==> src/rtl/fadd_arbiter.sv <==
// fadd_arbiter: round-robin sharing of one combinational single-precision adder between two valid/ready ports
//   clk, rst       : clock, synchronous active-high reset
//   req_*_k        : request channel k (valid/ready, operands x1/x2, sub inverts sign of x2)
//   rsp_*_k        : response channel k (valid/ready, sum y, overflow ovf), held until taken
//   ops_done       : number of results written into the response registers, wrapping
module fadd (
  input  logic [31:0] a,
  input  logic [31:0] b,
  output logic [31:0] y,
  output logic        ovf
);
  logic swap, sa, sb, rup, nan;
  logic [31:0] la, lb;
  logic [7:0] ea, eb, d;
  logic [23:0] ma, mb;
  logic [55:0] t;
  logic [27:0] xa, xb, s;
  logic [26:0] n;
  logic [4:0] lz;
  logic [24:0] m;
  logic signed [9:0] e0, e;
  always_comb begin
    swap = b[30:0] > a[30:0];
    la = swap ? b : a;
    lb = swap ? a : b;
    {sa, ea} = {la[31], la[30:23]};
    {sb, eb} = {lb[31], lb[30:23]};
    // denormal operands are flushed to zero
    ma = ea != 8'd0 ? {1'b1, la[22:0]} : 24'd0;
    mb = eb != 8'd0 ? {1'b1, lb[22:0]} : 24'd0;
    d = ea - eb;
    t = {1'b0, mb, 3'b0, 28'b0} >> (d > 8'd31 ? 8'd31 : d);
    xa = {1'b0, ma, 3'b0};
    // bits shifted past the guard positions collapse into a sticky lsb
    xb = {t[55:29], t[28] | (|t[27:0])};
    s = sa ^ sb ? xa - xb : xa + xb;
    lz = '0;
    for (int i = 0; i < 27; i++) if (s[i]) lz = 5'(26 - i);
    n = s[27] ? {s[27:2], s[1] | s[0]} : s[26:0] << lz;
    e0 = s[27] ? $signed({2'b0, ea}) + 10'sd1 : $signed({2'b0, ea}) - $signed({5'b0, lz});
    rup = n[2] && (n[1] || n[0] || n[3]);
    m = {1'b0, n[26:3]} + 25'(rup);
    e = e0 + (m[24] ? 10'sd1 : 10'sd0);
    y = {sa, e[7:0], m[24] ? m[23:1] : m[22:0]};
    ovf = 1'b0;
    if (s == '0) y = {sa & sb, 31'b0};
    else if (e >= 10'sd255) begin
      y = {sa, 8'hFF, 23'b0};
      ovf = 1'b1;
    end else if (e <= 10'sd0) y = {sa, 31'b0};
    nan = (ea == 8'hFF && la[22:0] != 23'd0) || (eb == 8'hFF && lb[22:0] != 23'd0) ||
          (ea == 8'hFF && eb == 8'hFF && sa != sb);
    if (ea == 8'hFF || eb == 8'hFF) begin
      ovf = 1'b0;
      y = nan ? 32'h7FC00000 : {sa, 8'hFF, 23'b0};
    end
  end
endmodule

module fadd_arbiter #(
  parameter int CNT_W = 16
) (
  input  logic             clk,
  input  logic             rst,
  input  logic             req_valid_0,
  output logic             req_ready_0,
  input  logic [31:0]      req_x1_0,
  input  logic [31:0]      req_x2_0,
  input  logic             req_sub_0,
  input  logic             req_valid_1,
  output logic             req_ready_1,
  input  logic [31:0]      req_x1_1,
  input  logic [31:0]      req_x2_1,
  input  logic             req_sub_1,
  output logic             rsp_valid_0,
  input  logic             rsp_ready_0,
  output logic [31:0]      rsp_y_0,
  output logic             rsp_ovf_0,
  output logic             rsp_valid_1,
  input  logic             rsp_ready_1,
  output logic [31:0]      rsp_y_1,
  output logic             rsp_ovf_1,
  output logic [CNT_W-1:0] ops_done
);
  logic opv, op_id, rr_ptr, ovf, slot_ok_0, slot_ok_1, acc_0, acc_1;
  logic [31:0] op_x1, op_x2, y;
  fadd u_fadd (.a(op_x1), .b(op_x2), .y(y), .ovf(ovf));
  // a port may issue only if its response register will be free when the result lands
  assign slot_ok_0 = !(opv && !op_id) && (!rsp_valid_0 || rsp_ready_0);
  assign slot_ok_1 = !(opv && op_id) && (!rsp_valid_1 || rsp_ready_1);
  assign req_ready_0 = slot_ok_0 && (!(req_valid_1 && slot_ok_1) || !rr_ptr);
  assign req_ready_1 = slot_ok_1 && (!(req_valid_0 && slot_ok_0) || rr_ptr);
  assign acc_0 = req_valid_0 && req_ready_0;
  assign acc_1 = req_valid_1 && req_ready_1;
  always_ff @(posedge clk) begin
    if (rst) begin
      opv <= 1'b0;
      op_id <= 1'b0;
      rr_ptr <= 1'b0;
      op_x1 <= '0;
      op_x2 <= '0;
      rsp_valid_0 <= 1'b0;
      rsp_y_0 <= '0;
      rsp_ovf_0 <= 1'b0;
      rsp_valid_1 <= 1'b0;
      rsp_y_1 <= '0;
      rsp_ovf_1 <= 1'b0;
      ops_done <= '0;
    end else begin
      opv <= acc_0 || acc_1;
      if (acc_0 || acc_1) begin
        op_id <= acc_1;
        op_x1 <= acc_1 ? req_x1_1 : req_x1_0;
        op_x2 <= acc_1 ? {req_x2_1[31] ^ req_sub_1, req_x2_1[30:0]} : {req_x2_0[31] ^ req_sub_0, req_x2_0[30:0]};
        rr_ptr <= !acc_1;
      end
      // a completing result takes precedence over a pop in the same cycle
      if (opv && !op_id) begin
        rsp_valid_0 <= 1'b1;
        rsp_y_0 <= y;
        rsp_ovf_0 <= ovf;
      end else if (rsp_ready_0) rsp_valid_0 <= 1'b0;
      if (opv && op_id) begin
        rsp_valid_1 <= 1'b1;
        rsp_y_1 <= y;
        rsp_ovf_1 <= ovf;
      end else if (rsp_ready_1) rsp_valid_1 <= 1'b0;
      ops_done <= ops_done + CNT_W'(opv);
    end
  end
endmodule

==> config.mk <==
export PLATFORM = sky130hd
export DESIGN_NAME = fadd_arbiter
export DESIGN_NICKNAME = d
export VERILOG_FILES = /design/src/rtl/fadd_arbiter.sv
export SDC_FILE = /design/constraint.sdc
export NUM_CORES = 1
export LEC_CHECK = 0
export CORE_ASPECT_RATIO = 0.7
export CORE_MARGIN = 8
export CORE_UTILIZATION = 44
export CTS_CLUSTER_DIAMETER = 30
export CTS_CLUSTER_SIZE = 10
export DETAILED_ROUTE_END_ITERATION = 12
export HOLD_SLACK_MARGIN = 0.12
export PLACE_DENSITY = 0.66
export SLEW_MARGIN = 20
export SYNTH_ARGS = -nofsm -noshare
export SYNTH_HDL_FRONTEND = slang
export SYNTH_SLANG_ARGS = --single-unit
==> constraint.sdc <==
create_clock -name clk -period 20.6 [get_ports clk]
set_input_delay 4.12 -clock clk [delete_from_list [all_inputs] [get_ports clk]]
set_output_delay 4.12 -clock clk [all_outputs]
set_load 0.05 [all_outputs]
==> results of run 1 <==
[worst min-delay path, delay by kind of cell, from the launching register on]
| kind | cells | cell delay [ns] |
|---|---|---|
| AOI/OAI and AO/OA | 1 | 0.05 |
| DFF | 1 | 0.32 |
| and+or+nand+nor | 1 | 0.05 |
[cell families (layout without fill, tap and decap cells)]
| kind of cell | Yosys count | in the layout | synth area share, % |
|---|---|---|---|
| xor gates and xnor gates | 78 | 78 | 4.04 |
| DFF | 151 | 151 | 16.8 |
| and+or+nand+nor | 963 | 963 | 26.1 |
| muxes | 156 | 156 | 8.96 |
| buffers and inverters | 273 | 400 | 6.32 |
| AOI/OAI and AO/OA | 773 | 773 | 30.9 |
| adders and majority gates | 96 | 96 | 6.77 |
[registers in the layout, summed over array words and instances, names as in the netlist]
register and flops:
ops_done 16, rsp_y_1 32, rsp_valid_1 1, rsp_y_0 32, op_id 1, op_x1 32
opv 1, rr_ptr 1, rsp_valid_0 1, op_x2 32, rsp_ovf_0 1, rsp_ovf_1 1
[Yosys cell counts, types with 36 or more instances]
master	n
nand2_1	299
nand3_1	69
a211oi_1	111
mux2i_1	133
a21oi_1	171
o21ai_0	91
xor2_1	36
nor3_1	63
nand4_1	37
ha_1	94
clkbuf_1	96
a31oi_1	38
inv_1	114
xnor2_1	38
nor2_1	277
dfxtp_1	151
[stage by stage]
| stage | hold slack [ns] | instances |
|---|---|---|
| floorplan | 0.466 | 2490 |
| global placement | 0.446 | 3129 |
| detailed placement | 0.440 | 3129 |
| CTS | 0.453 | 3161 |
| global route | 0.482 | 3161 |
| finish | 0.453 | 3161 |
[layout by cell type (no fill, tap or decap), types with 63 or more instances in the layout]
cell / netlist / layout
clkdlybuf4s50_1: 0 / 220
nand2_1: 299 / 297
nor3_1: 63 / 63
a21oi_1: 171 / 171
o21ai_0: 91 / 91
inv_1: 114 / 114
ha_1: 94 / 93
a211oi_1: 111 / 110
nand3_1: 69 / 69
nor2_1: 277 / 275
dfxtp_1: 151 / 151
mux2i_1: 133 / 133
[final timing paths]
kind | startpoint | to | depth (start not counted)
worst max register to register | op_x1[26] | rsp_y_0[9] | 62
worst max-delay path | op_x1[26] | rsp_y_0[9] | 62
worst min-delay path | rsp_y_1[15] | rsp_y_1[15] | 2
worst min register to register | rsp_y_1[15] | rsp_y_1[15] | 2
[power groups by stage]
stage / Clock, W / Combinational [W] / Sequential (W)
3_3_place_gp: 0 / 0.00340 / 0.000397
5_1_grt: 0.000331 / 0.00376 / 0.000399
4_1_cts: 0.000318 / 0.00342 / 0.000391
2_1_floorplan: 0 / 0.00234 / 0.000483
3_5_place_dp: 0 / 0.00339 / 0.000398
6_report: 0.000314 / 0.00356 / 0.000394
[layout make-up]
type	instances	area [um^2]
inverters	117	442
fillers	4016	19600
repair buffers	251	2430
flip-flops and latches	151	3020
multi-input cells	2066	13900
clock buffers	19	443
clock inverters	13	136
well taps	544	681
[layer usage]
layer	track usage, %	part of all wire [%]	vias to the layer above
met5	0	0.036	-
met2	41.5	39	1120
met4	6.51	1.6	4
met3	7.96	11	106
li1	-	-	9522
met1	45.4	49	9906
==> key figures, run 1 <==
CTS
  • Clock Tree Root: clkbuf_16
  • CTS tree: built
  • CTS buffer count: 17
  • CTS resizes: 0
  • Clock Path Buffers: 2
  • CTS Hold Bufs: 0
  • Clock latency on the worst-skew pair: 0.45 ns
  • Clk pin slew, worst setup/hold paths: 0.07 ns
  • CTS Sinks: 151
  • H-tree depth: 4
  • Post-CTS Setup Bufs: 0

Synth
  • Avg Inst Size Synth: 7.21 um^2
  • Post-synth EDFFs: 0
  • Mapped Area: 0.0180 mm^2
  • Net Count, Synth: 2722
  • Synth area leaders: dfxtp_1 17%, mux2i_1 7.4%, ha_1 6.6%, nand2_1 6.3%, nor2_1 5.8%
  • Yosys cell types: 130
  • Sequential share of the synthesized area: 16.8%
  • Syn. warnings: 0
  • Ys async rst share: 0%
  • Synth area leader: dfxtp_1
  • Synth top area share: 16.8%
  • Syn Inst Count: 2490
  • #FFs+latches synth: 151
  • Leading register cell type out of synthesis: dfxtp_1

Placed design
  • DP HPWL: 59000 um
  • Post-DP Area: 0.0204 mm^2
  • Post-Place Setup Slack: 3.25 ns
  • IO buf count: 221
  • Routability cong.: 0.987

STA
  • Final number of hold-violating endpoints: 0
  • RSZ-0062 raised after global routing: no
  • Setup Viol. Count Final: 0
  • Worst slew pin tran: 1.12 ns
  • Period utilisation layout: 87.2%
  • Fin Setup TNS: 0 ns
  • Max Clk Rate: 55.7 MHz
  • Slew margin rel.: 24.8%
  • Clock skew: 0.0200 ns
  • Min cycle time layout: 17.96 ns
  • Worst Setup Slack, final: 2.64 ns
  • Final Max Slew Viols: 0

Power
  • Clock Power Share: 7.3%
  • Pint: 0.00166 W
  • Comb pwr share: 83.4%
  • Leak: 8.60 nW
  • Overall power: 0.00427 W
  • Sequential power share: 9.2%
  • Peak supply drop: 0.119 mV
  • Switching share of total power: 61.1%
  • PD cells: 203 mW/mm^2
  • Sw Pwr: 0.00261 W

Routing
  • TritonRoute pass-1 iters: 9
  • Wirelength per Cell: 23.9 um
  • Vias: 20700
  • Post-DRT Antenna Nets: 0
  • DRT iter0 DRCs: 2318
  • Vias per cell: 6.54
  • Final wirelength: 75600 um
  • Final routed DRC violation total: 0

Layout
  • Diode count: 0
  • Synthesis-to-finish area growth: 17.1%
  • Cell area after layout: 0.0210 mm^2
  • Layout cell share with drive strength beyond 1: 6.99%
  • Final core occ: 51.7%
  • Layout net count: 2836

Critical path
  • Crit end category: flip-flop
  • Critical path class: flip-flop to flip-flop
  • Critical path buffer and inverter count: 5
  • Arr. time, crit path: 18.32 ns
  • R2R Setup Slk: 2.64 ns
  • Crit path top cell by count: a21oi_1
  • Startpoint types: flip-flop
  • CP Max Fanout: 73
  • Critical path required time: 20.96 ns
  • Worst path top cell family by delay: simple AND/OR/NAND/NOR gates
  • Max incr delay on CP: 0.95 ns
  • Slowest cell on crit path: nor3_2

Global routing
  • Vias in the first global route: 19000
  • Initial antenna violation count: 2
  • Gr usage total: 30.0%
  • First-pass GRT wire length: 115000 um
  • Largest net degree at the start of global routing: 100
  • Grt ovf: 0

Floorplan
  • Die area: 0.0476 mm^2
  • Ports: 222
  • Die width: 257 um
  • Core Area: 0.0406 mm^2
  • Initial core utilization: 44.2%
  • Die Height: 185 um
  • Row cnt: 62

Run
  • Max-Cap Viols: 0

Run status
  • Status: finished clean

Hold path
  • Path type of the worst min-delay path: flip-flop to flip-flop
Note: power is estimated with default switching activity, not from simulation.
==> run 2, diff against run 1 <==
--- a/config.mk
+++ b/config.mk
@@ -11,6 +11,7 @@
 export CTS_CLUSTER_DIAMETER = 30
 export CTS_CLUSTER_SIZE = 10
 export DETAILED_ROUTE_END_ITERATION = 12
+export GPL_ROUTABILITY_DRIVEN = 0
 export HOLD_SLACK_MARGIN = 0.12
 export PLACE_DENSITY = 0.66
 export SLEW_MARGIN = 20
==> key figures, run 2 (same netlist as run 1, synthesis figures left out) <==
Run status
  • Status: finished clean (unchanged)

Placed design
  • Post-DP Area: 0.0204 mm^2 (about the same)
  • Post-Place Setup Slack: 3.77 ns (was 3.25 ns)
  • IO buf count: 221 (unchanged)
  • DP HPWL: 54900 um (was 59000 um)

Layout
  • Diode count: 0 (unchanged)
  • Layout net count: 2835 (was 2836)
  • Cell area after layout: 0.0210 mm^2 (about the same)
  • Synthesis-to-finish area growth: 16.8% (was 17.1%)
  • Most frequent cells in the layout: 297 x nand2_1, 275 x nor2_1, 220 x clkdlybuf4s50_1 (unchanged)
  • Final core occ: 51.6% (was 51.7%)
  • Layout cell share with drive strength beyond 1: 6.88% (was 6.99%)
  • Commonest non-fill, non-tap cell in the layout: nand2_1 (unchanged)

Routing
  • DRT iter0 DRCs: 3324 (was 2318)
  • Vias per cell: 6.57 (was 6.54)
  • TritonRoute pass-1 iters: 12 (was 9)
  • Wirelength per Cell: 22.6 um (was 23.9 um)
  • Vias: 20700 (about the same)
  • Post-DRT Antenna Nets: 0 (unchanged)
  • Final wirelength: 71400 um (was 75600 um)
  • Final routed DRC violation total: 0 (unchanged)

Critical path
  • Startpoint types: flip-flop (unchanged)
  • Setup crit end: rsp_y_0[7] (was rsp_y_0[9])
  • R2R cell count: 65 (was 62)
  • Cell count along the critical path: 65 (was 62)
  • Slowest cell on crit path: nor3_2 (unchanged)
  • Critical Path Source: op_x1[23] (was op_x1[26])
  • Critical path buffer and inverter count: 7 (was 5)
  • Worst path top cell family by delay: simple AND/OR/NAND/NOR gates (unchanged)
  • Launching point of the worst reg2reg path: op_x1[23] (was op_x1[26])
  • R2R Setup Slk: 2.98 ns (was 2.64 ns)
  • Max incr delay on CP: 1.01 ns (was 0.95 ns)
  • Arr. time, crit path: 17.99 ns (was 18.32 ns)
  • Critical path required time: 20.97 ns (was 20.96 ns)
  • Reg-to-reg endpoint: rsp_y_0[7] (was rsp_y_0[9])
  • Crit end category: flip-flop (unchanged)
  • Critical path class: flip-flop to flip-flop (unchanged)
  • CP Max Fanout: 73 (unchanged)
  • Crit path top cell by count: o21ai_0 (was a21oi_1)

STA
  • Fin Setup TNS: 0 ns (unchanged)
  • Final number of hold-violating endpoints: 0 (unchanged)
  • Setup Viol. Count Final: 0 (unchanged)
  • Max Clk Rate: 56.8 MHz (was 55.7 MHz)
  • Clock skew: 0.0148 ns (was 0.0200 ns)
  • Worst Setup Slack, final: 2.98 ns (was 2.64 ns)
  • Hold_ws: 0.455 ns (was 0.453 ns)
  • Period utilisation layout: 85.5% (was 87.2%)
  • Min cycle time layout: 17.62 ns (was 17.96 ns)
  • Final Max Slew Viols: 0 (unchanged)
  • Slew margin rel.: 21.4% (was 24.8%)
  • RSZ-0062 raised after global routing: no (unchanged)
  • Worst slew pin tran: 1.17 ns (was 1.12 ns)

CTS
  • Clock latency on the worst-skew pair: 0.45 ns (about the same)
  • CTS buffer count: 17 (unchanged)
  • Clock Tree Root: clkbuf_16 (unchanged)
  • Clk pin slew, worst setup/hold paths: 0.06 ns (was 0.07 ns)
  • H-tree depth: 4 (unchanged)
  • CTS Hold Bufs: 0 (unchanged)
  • CTS Sinks: 151 (unchanged)
  • Post-CTS Setup Bufs: 0 (unchanged)
  • CTS resizes: 0 (unchanged)
  • CTS tree: built (unchanged)
  • Clock Path Buffers: 2 (unchanged)

Power
  • Sequential power share: 9.4% (was 9.2%)
  • Comb pwr share: 83.5% (was 83.4%)
  • Leak: 8.58 nW (was 8.60 nW)
  • Sw Pwr: 0.00254 W (was 0.00261 W)
  • Peak supply drop: 0.109 mV (was 0.119 mV)
  • Clock Power Share: 7.0% (was 7.3%)
  • PD cells: 200 mW/mm^2 (was 203 mW/mm^2)
  • Pint: 0.00165 W (was 0.00166 W)
  • Switching share of total power: 60.6% (was 61.1%)

Floorplan
  • Core Area: 0.0406 mm^2 (unchanged)
  • Row cnt: 62 (unchanged)
  • Die width: 257 um (unchanged)
  • Die Height: 185 um (unchanged)
  • Die area: 0.0476 mm^2 (unchanged)
  • Ports: 222 (unchanged)
  • Initial core utilization: 44.2% (unchanged)

Global routing
  • Largest net degree at the start of global routing: 108 (was 100)
  • Initial antenna violation count: 0 (was 2)
  • Grt ovf: 0 (unchanged)
  • First-pass GRT wire length: 109000 um (was 115000 um)
  • Vias in the first global route: 18700 (was 19000)
  • Gr usage total: 28.1% (was 30.0%)

Hold path
  • Path type of the worst min-delay path: flip-flop to flip-flop (unchanged)

Run
  • Max-Cap Viols: 0 (unchanged)
-- run 2: cell count changes in the layout (fill, tap and decap cells not counted), sizes merged --
cell,before,now
clkinv,3,8
inv,124,120
buf,31,30
bufinv,1,0
clkbuf,19,20
clkinvlp,2,1
-- run 2: per-layer routing --
metal	track usage, %	up-vias	part of all wire (%)
li1	-	9529	-
met5	1.03	-	0.083
met4	5.05	2	1.9
met1	41.1	9706	45
met3	10.2	171	14
met2	39.0	1339	39
-- run 2: power by group through the flow --
stage	sequential (W)	combinational, W	clock, W
after floorplan	0.000483	0.00234	0
after global placement	0.000397	0.00327	0
after detailed placement	0.000399	0.00330	0
after CTS	0.000392	0.00332	0.000300
after global routing	0.000400	0.00369	0.000310
final	0.000395	0.00350	0.000295
-- run 2: per-stage QoR --
| step | instances | total power (W) |
|---|---|---|
| 2_1_floorplan | 2490 | 0.00282 |
| 3_3_place_gp | 3128 | 0.00367 |
| 3_5_place_dp | 3128 | 0.00370 |
| 4_1_cts | 3160 | 0.00401 |
| 5_1_grt | 3160 | 0.00440 |
| 6_report | 3160 | 0.00419 |
-- run 2: worst reg2reg max path, delay by kind of cell, from the launching register on --
| family | cells | cell delay [ns] |
|---|---|---|
| AO/OA/AOI/OAI | 25 | 6.38 |
| XOR/XNOR | 2 | 0.36 |
| adder cells (fa/ha/maj) | 7 | 1.68 |
| buffers and inverters | 7 | 1.87 |
| flip-flops | 1 | 0.40 |
| multiplexers | 1 | 0.14 |
| AND/OR/NAND/NOR | 23 | 6.70 |
-- run 2: how the worst min path moves through the flow --
| stage | from | end | slack (ns) | cells past startpoint |
|---|---|---|---|---|
| 2_1_floorplan | op_id | op_id | 0.47 | 2 |
| 3_3_place_gp | rsp_y_1[21] | rsp_y_1[21] | 0.45 | 2 |
| 3_5_place_dp | rsp_y_0[21] | rsp_y_0[21] | 0.44 | 2 |
| 4_1_cts | rsp_y_1[16] | rsp_y_1[16] | 0.46 | 2 |
| 5_1_grt | rsp_y_1[16] | rsp_y_1[16] | 0.48 | 2 |
| 6_report | rsp_y_1[16] | rsp_y_1[16] | 0.46 | 2 |
-- run 2: area by class of cell --
type / instances / area (um^2)
clock buffer: 20 / 447
clock inverter: 12 / 97.6
fill: 3924 / 19700
inverter: 117 / 442
multi-input combinational: 2066 / 13800
sequential: 151 / 3020
tap: 544 / 681
timing repair buffer: 250 / 2430
